==> src/rtl/rom_core_if.sv <==
// Dual read-port bus for the image-plane ROM: two independent address/data pairs.
interface rom_core_if;
    logic [6:0]  addra;
    logic [63:0] douta;
    logic [6:0]  addrb;
    logic [63:0] doutb;

    modport master (
        output addra,
        output addrb,
        input  douta,
        input  doutb
    );

    modport slave (
        input  addra,
        input  addrb,
        output douta,
        output doutb
    );
endinterface

==> src/rtl/rom_core.sv <==
// Read-only bit-plane image ROM, 128 x 64, two registered read ports with 2-edge latency.
// Word addr = plane*16 + row; bit 63-c holds bit `plane` of the intensity of pixel (row, c).
module rom_core #(
    parameter int COLOR = 0
) (
    input  logic       clk,
    input  logic       rst,
    rom_core_if.slave  bus
);

    logic [6:0]  addra_q, addra_d;
    logic [6:0]  addrb_q, addrb_d;
    logic        valida_q, valida_d;
    logic        validb_q, validb_d;
    logic [63:0] douta_q, douta_d;
    logic [63:0] doutb_q, doutb_d;

    // Contents are evaluated from the intensity rule; COLOR values above 2 fall back to red.
    function automatic logic [63:0] rom_word(input logic [6:0] addr);
        logic [63:0] w;
        logic [7:0]  inten;
        logic [2:0]  plane;
        logic [3:0]  row;
        w     = '0;
        plane = addr[6:4];
        row   = addr[3:0];
        for (int c = 0; c < 64; c++) begin
            case (COLOR)
                1:       inten = 8'(17 * int'(row));
                2:       inten = 8'(255 - 4 * c);
                default: inten = 8'(4 * c);
            endcase
            w[63 - c] = inten[plane];
        end
        return w;
    endfunction

    // The valid flags keep the output at zero until an address captured after reset is read.
    always_comb begin
        addra_d  = bus.addra;
        addrb_d  = bus.addrb;
        valida_d = 1'b1;
        validb_d = 1'b1;
        douta_d  = valida_q ? rom_word(addra_q) : 64'h0;
        doutb_d  = validb_q ? rom_word(addrb_q) : 64'h0;
    end

    always_ff @(posedge clk) begin
        if (rst) begin
            addra_q  <= '0;
            addrb_q  <= '0;
            valida_q <= 1'b0;
            validb_q <= 1'b0;
            douta_q  <= 64'h0;
            doutb_q  <= 64'h0;
        end else begin
            addra_q  <= addra_d;
            addrb_q  <= addrb_d;
            valida_q <= valida_d;
            validb_q <= validb_d;
            douta_q  <= douta_d;
            doutb_q  <= doutb_d;
        end
    end

    assign bus.douta = douta_q;
    assign bus.doutb = doutb_q;

endmodule

==> src/flat_wrapper.sv <==
// flat-port wrapper written by rule: the top's interface ports become plain ports
module rom_core_flat 
#(
    parameter int COLOR = 0
)
  (clk, rst, bus_addra, bus_addrb, bus_douta, bus_doutb);
  rom_core_if bus_i ();
  input  logic clk;
  input  logic rst;
  input wire logic [$bits(bus_i.addra)-1:0] bus_addra;
  input wire logic [$bits(bus_i.addrb)-1:0] bus_addrb;
  output wire logic [$bits(bus_i.douta)-1:0] bus_douta;
  output wire logic [$bits(bus_i.doutb)-1:0] bus_doutb;
  assign bus_i.addra = bus_addra;
  assign bus_i.addrb = bus_addrb;
  assign bus_douta = bus_i.douta;
  assign bus_doutb = bus_i.doutb;
  rom_core #(.COLOR(COLOR)) u_core (.clk(clk), .rst(rst), .bus(bus_i));
endmodule
==> config.mk <==
export PLATFORM = sky130hd
export DESIGN_NAME = rom_core_flat
export DESIGN_NICKNAME = d
export VERILOG_FILES = /design/src/rtl/rom_core_if.sv /design/src/rtl/rom_core.sv /design/src/flat_wrapper.sv
export SDC_FILE = /design/constraint.sdc
export NUM_CORES = 1
export LEC_CHECK = 0
export ABC_AREA = 1
export CORE_ASPECT_RATIO = 1.4
export CORE_MARGIN = 8
export CORE_UTILIZATION = 52
export CTS_CLUSTER_SIZE = 20
export DETAILED_ROUTE_END_ITERATION = 10
export DONT_BUFFER_PORTS = 1
export GPL_ROUTABILITY_DRIVEN = 0
export MAX_ROUTING_LAYER = met4
export PLACE_DENSITY = 0.65
export SKIP_LAST_GASP = 1
export SYNTH_ARGS = -nofsm -noshare
export SYNTH_HDL_FRONTEND = slang
export SYNTH_SLANG_ARGS = --single-unit
==> constraint.sdc <==
create_clock -name clk -period 1.61 [get_ports clk]
set_input_delay 0.322 -clock clk [delete_from_list [all_inputs] [get_ports clk]]
set_output_delay 0.322 -clock clk [all_outputs]
set_load 0.01 [all_outputs]
==> Word-level counts from Yosys, hierarchy flattened <==
Memories as Yosys holds them, arrays and structs flattened. A register that Yosys moved wholly into a read port is not among the register bits.
Index checks and enable logic that the tools add are counted.
{ "op_classes": {"n_addsub": 0, "n_mul": 0, "div": 0, "order_cmp": 0, "eq_ne": 0, "shift": 0, "mux": 1, "bitwise": 1, "reduce_logical": 1} }
{ "op_table": {"columns": ["operator", "count"], "rows": [
  ["$reduce_or A2 Y1", 1],
  ["$mux W1", 1],
  ["$not A1 Y1", 1]
]} }
{ "word_totals": {"reg_bits": 15, "latch_bits": 0, "ramBits": 0, "romBits": 1024, "inputBits": 16, "out_inout_bits": 128, "n_memories": 128} }
{ "mem_list": {"columns": ["name", "words", "width", "rd", "rd_ports_with_merged_regs", "wr", "line_no", "rtl"], "rows": [
  ["(name not given)", 8, 1, 1, 1, 0, "rom_core.sv:33", "w[63 - c] = inten[plane];"],
  ["(name not given)", 8, 1, 1, 1, 0, "rom_core.sv:33", null],
  ["(name not given)", 8, 1, 1, 1, 0, "rom_core.sv:33", null],
  ["(name not given)", 8, 1, 1, 1, 0, "rom_core.sv:33", null],
  ["(name not given)", 8, 1, 1, 1, 0, "rom_core.sv:33", null],
  ["(name not given)", 8, 1, 1, 1, 0, "rom_core.sv:33", null],
  ["+122 memories", null, null, null, null, null, null, null]
]} }

==> Depth between registers and ports, before layout <==
{ "depth": {"ltp_word": 2, "depth_mapped": 6, "depth_no_buf": 6} }

==> Least setup slack after synthesis <==
Ideal clock, no wire load.
{ "synth_timing": {"kind": "register to register", "from": "reg u_core.addra_q[5]", "to": "reg u_core.douta_q[36], in the netlist u_core.bus.douta[36]", "setup_ns": 0.119, "t_arrival_ns": 1.150, "setup_slack_ns": 0.341, "path_stages_with_launch": 5, "synth_period_minus_slack_ns": 1.269, "path_cell_list": "dfxtp_1 -> inv_1 -> ha_1 -> nor2_1 -> nor2_1"} }
{ "synth_lines": {"columns": ["element", "line_no", "rtl"], "rows": [
  ["from (decl)", "rom_core.sv:11", "logic [6:0] addra_q, addra_d;"],
  ["from (signal assigned)", "rom_core.sv:57", "addra_q <= addra_d;"],
  ["to (decl)", "rom_core.sv:15", "logic [63:0] douta_q, douta_d;"]
]} }

==> results by group <==
Yosys
  • EDFF count, synth: 0
  • Post-synthesis area per instance: ~9.6 um2
  • Register area share after synthesis: around 67%
  • Post-Syn Area: between 0.003 and 0.004 mm2
  • Synth unique cells: 13
  • Synth area leader: dfxtp_1
  • Synthesis Warnings: 0
  • Top-count cell post-synth: dfxtp_1
  • Post-synthesis cell count: 411
  • Synth area leaders: dfxtp_1, nor2_1, nand2_1
  • Yosys reg bits: approximately 130
  • Synth top area share: around two thirds
  • Top_reg_cell synth: dfxtp_1
  • Async SR Flop Fraction: 0%
  • Most instantiated cells after synthesis: dfxtp_1, nor2_1, nand2_1

Routing
  • DR vias: ~2500
  • DR DRC count: 0
  • Routed Wire Length: 8.58 mm
  • Via-to-Cell Ratio: approximately 4.6
  • 1st-iter DRT viols: 102
  • Routed length per instance: about 16 um
  • ANT nets after route: 0
  • DR pass1 iterations: 4

Floorplanning
  • Core area: 0.00736 mm2
  • Rows: 37
  • Die X: around 90 um
  • Chip Height: around 120 um
  • Die ar.: between 0.01 and 0.015 mm2
  • # IOs: between 100 and 150
  • Initial Util: between 50% and 60%

Setup path
  • CP Launch Type: register
  • R2R setup slack: roughly 0.21 ns
  • Worst Path Arrival: between 1.5 and 2 ns
  • Cell mode on critical path: inv_1
  • Worst-path maximum fanout: 10
  • CP cell instances: inv_1 > ha_1 > inv_1 > nand2_1 > nand2_2 > nor2_1
  • Reg2Reg Launch Point: u_core.addra_q[4]
  • Reg2Reg Depth: 6
  • Reg2reg end: u_core.bus.douta[50]
  • CP max stage delay: around 0.4 ns
  • Setup crit end kind: register
  • Setup Crit Path Kind: reg -> reg
  • Required time worst endpoint: about 2 ns
  • Slowest CP cell: dfxtp_1

CTS
  • Clock Tree Root: clkbuf_8
  • Maximum buffer depth of the clock tree: 2
  • CTS tree: yes
  • Post-cts sizing count: 0
  • CTS H-Tree Depth: 4
  • Clk pin slew, worst setup/hold paths: roughly 0.05 ns
  • Insertion delay to the later sink of the worst-skew pair: between 0.5 and 0.6 ns
  • # clock sinks: approximately 130
  • Cts bufs inserted: 17

STA
  • Period Utilization, post-route: a little under 90%
  • TNS Setup: 0 ns
  • Final number of hold-violating endpoints: 0
  • Final Slew Violations: 0
  • Worst Skew: 0.00541 ns
  • Final min period: 1.40 ns
  • F_max: slightly above 0.7 GHz
  • RSZ-0062 raised after global routing: false
  • Number of setup violations in the final report: 0

Worst hold path
  • Worst hold path type: in -> reg
  • Hold EP: u_core.bus.doutb[34]
  • Hold Startpoint: rst
  • Hold Path Cell Cnt: 3

Global routing
  • Largest net degree at the start of global routing: 23
  • Met2 Track Usage GR: 30.2%
  • GRT overflow: 0
  • GRT busiest layer: met2
  • First-pass GRT wire length: roughly 13 mm
  • M3 GR Usage: under 10%
  • Aggregate global-route resource usage: 17.1%
  • GRT met1 Usage: 14.8%
  • Initial antenna violation count: 0
  • Vias in the first global route: 2566

Final layout
  • Final net count: 466
  • Final Util: 63.8%
  • Area of the multi-input gates: about 1000 um2
  • ANT cells: 0
  • Final non-filler cell area: 0.00470 mm2
  • Layout cell share with drive strength beyond 1: 11.2%
  • Register area: 0.00266 mm2
  • Synth-to-layout area growth: 18.5%
  • FILL cells: around 590

Place
  • Placed wire-length estimate: between 6 and 7 mm
  • I/O Buffers: 0
  • DP Area: between 0.004 and 0.005 mm2

Power
  • Leak pwr: 2.57 nW
  • VDD IR max: between 900 and 1000 uV
  • Pwr Density: between 1500 and 2000 mW/mm2

Flow run
  • Max-cap violations: 0

Outcome
  • Run status: finished, final reports clean
-- logic make-up (layout without fill, tap and decap cells) --
| kind of cell | after synthesis | after routing | synth area share, % |
|---|---|---|---|
| and+or+nand+nor | 176 | 176 | 17.6 |
| DFF | 133 | 133 | 67.2 |
| buffers and inverters | 72 | 105 | 8.02 |
| adders and majority gates | 18 | 18 | 5.68 |
| AOI/OAI and AO/OA | 11 | 11 | 1.39 |
| other | 1 | 2 | 0.0946 |
-- worst max-delay path by stage --
stage | slack (ns) | endpoint | startpoint | cells past startpoint
after floorplan | 0.34 | u_core.bus.douta[36] | u_core.addra_q[5] | 4
after global placement | 0.25 | u_core.bus.douta[26] | u_core.addra_q[4] | 6
after detailed placement | 0.21 | u_core.bus.douta[50] | u_core.addra_q[4] | 6
after CTS | 0.19 | u_core.bus.douta[50] | u_core.addra_q[4] | 6
after global routing | 0.07 | u_core.bus.douta[50] | u_core.addra_q[4] | 6
final | 0.21 | u_core.bus.douta[50] | u_core.addra_q[4] | 6
-- where the power goes --
group | total, mW | internal (mW) | switching (mW)
clock | 3.58 | 2.23 | 1.35
combinational | 0.250 | 0.0826 | 0.168
sequential | 3.50 | 3.40 | 0.104
total | 7.33 | 5.71 | 1.62
-- sequential cells by signal, summed over array words and instances (netlist names) --
| name | flops |
|---|---|
| u_core.bus.doutb | 63 |
| u_core.valida_q | 1 |
| u_core.addra_q | 3 |
| u_core.addrb_q | 3 |
| u_core.bus.douta | 63 |
-- layout make-up --
cell class                      instances  share of cell area (%)
Sequential cell                       133                    56.7
Multi-Input combinational cell        207                    21.0
Clock buffer                           19                    9.19
Inverter                               58                    4.64
Timing Repair Buffer                   15                    3.04
Clock inverter                         13                    2.85
Tap cell                               97                    2.58
-- layout by cell type (no fill, tap or decap), drive strengths merged --
cell | synthesis | layout
clkinvlp | 0 | 3
buf | 14 | 8
conb | 1 | 2
nor2 | 89 | 89
clkinv | 0 | 8
dlygate4sd3 | 0 | 7
bufinv | 0 | 2
inv | 58 | 58
a21oi | 11 | 11
nand2 | 87 | 87
clkbuf | 0 | 19
ha | 18 | 18
dfxtp | 133 | 133
-- timing repair --
item,4_1_cts,5_1_grt
hold buffers,7,0
endpoints found under the hold margin,7,0
buffers inserted,0,0
-- through the flow --
| step | hold WS (ns) | instances | total power [mW] | worst slack, ns |
|---|---|---|---|---|
| after floorplan | 0.429 | 412 | 3.74 | 0.341 |
| after global placement | 0.397 | 503 | 3.81 | 0.252 |
| after detailed placement | 0.397 | 503 | 3.82 | 0.212 |
| after CTS | 0.0331 | 542 | 7.42 | 0.192 |
| after global routing | 0.0524 | 542 | 7.61 | 0.0712 |
| final | 0.0505 | 542 | 7.33 | 0.207 |
-- per-layer routing --
metal | vias up | wire [um]
met5 | - | 0
met4 | 0 | 174
met3 | 14 | 538
met2 | 103 | 4710
met1 | 1148 | 3160
li1 | 1233 | -
-- worst max-delay path, delay by kind of cell (launching register included) --
kind,cells,cell delay [ns]
adders and majority gates,1,0.26
buffers and inverters,2,0.26
DFF,1,0.40
and+or+nand+nor,3,0.36
No activity file was read; power rests on OpenSTA's default activity.
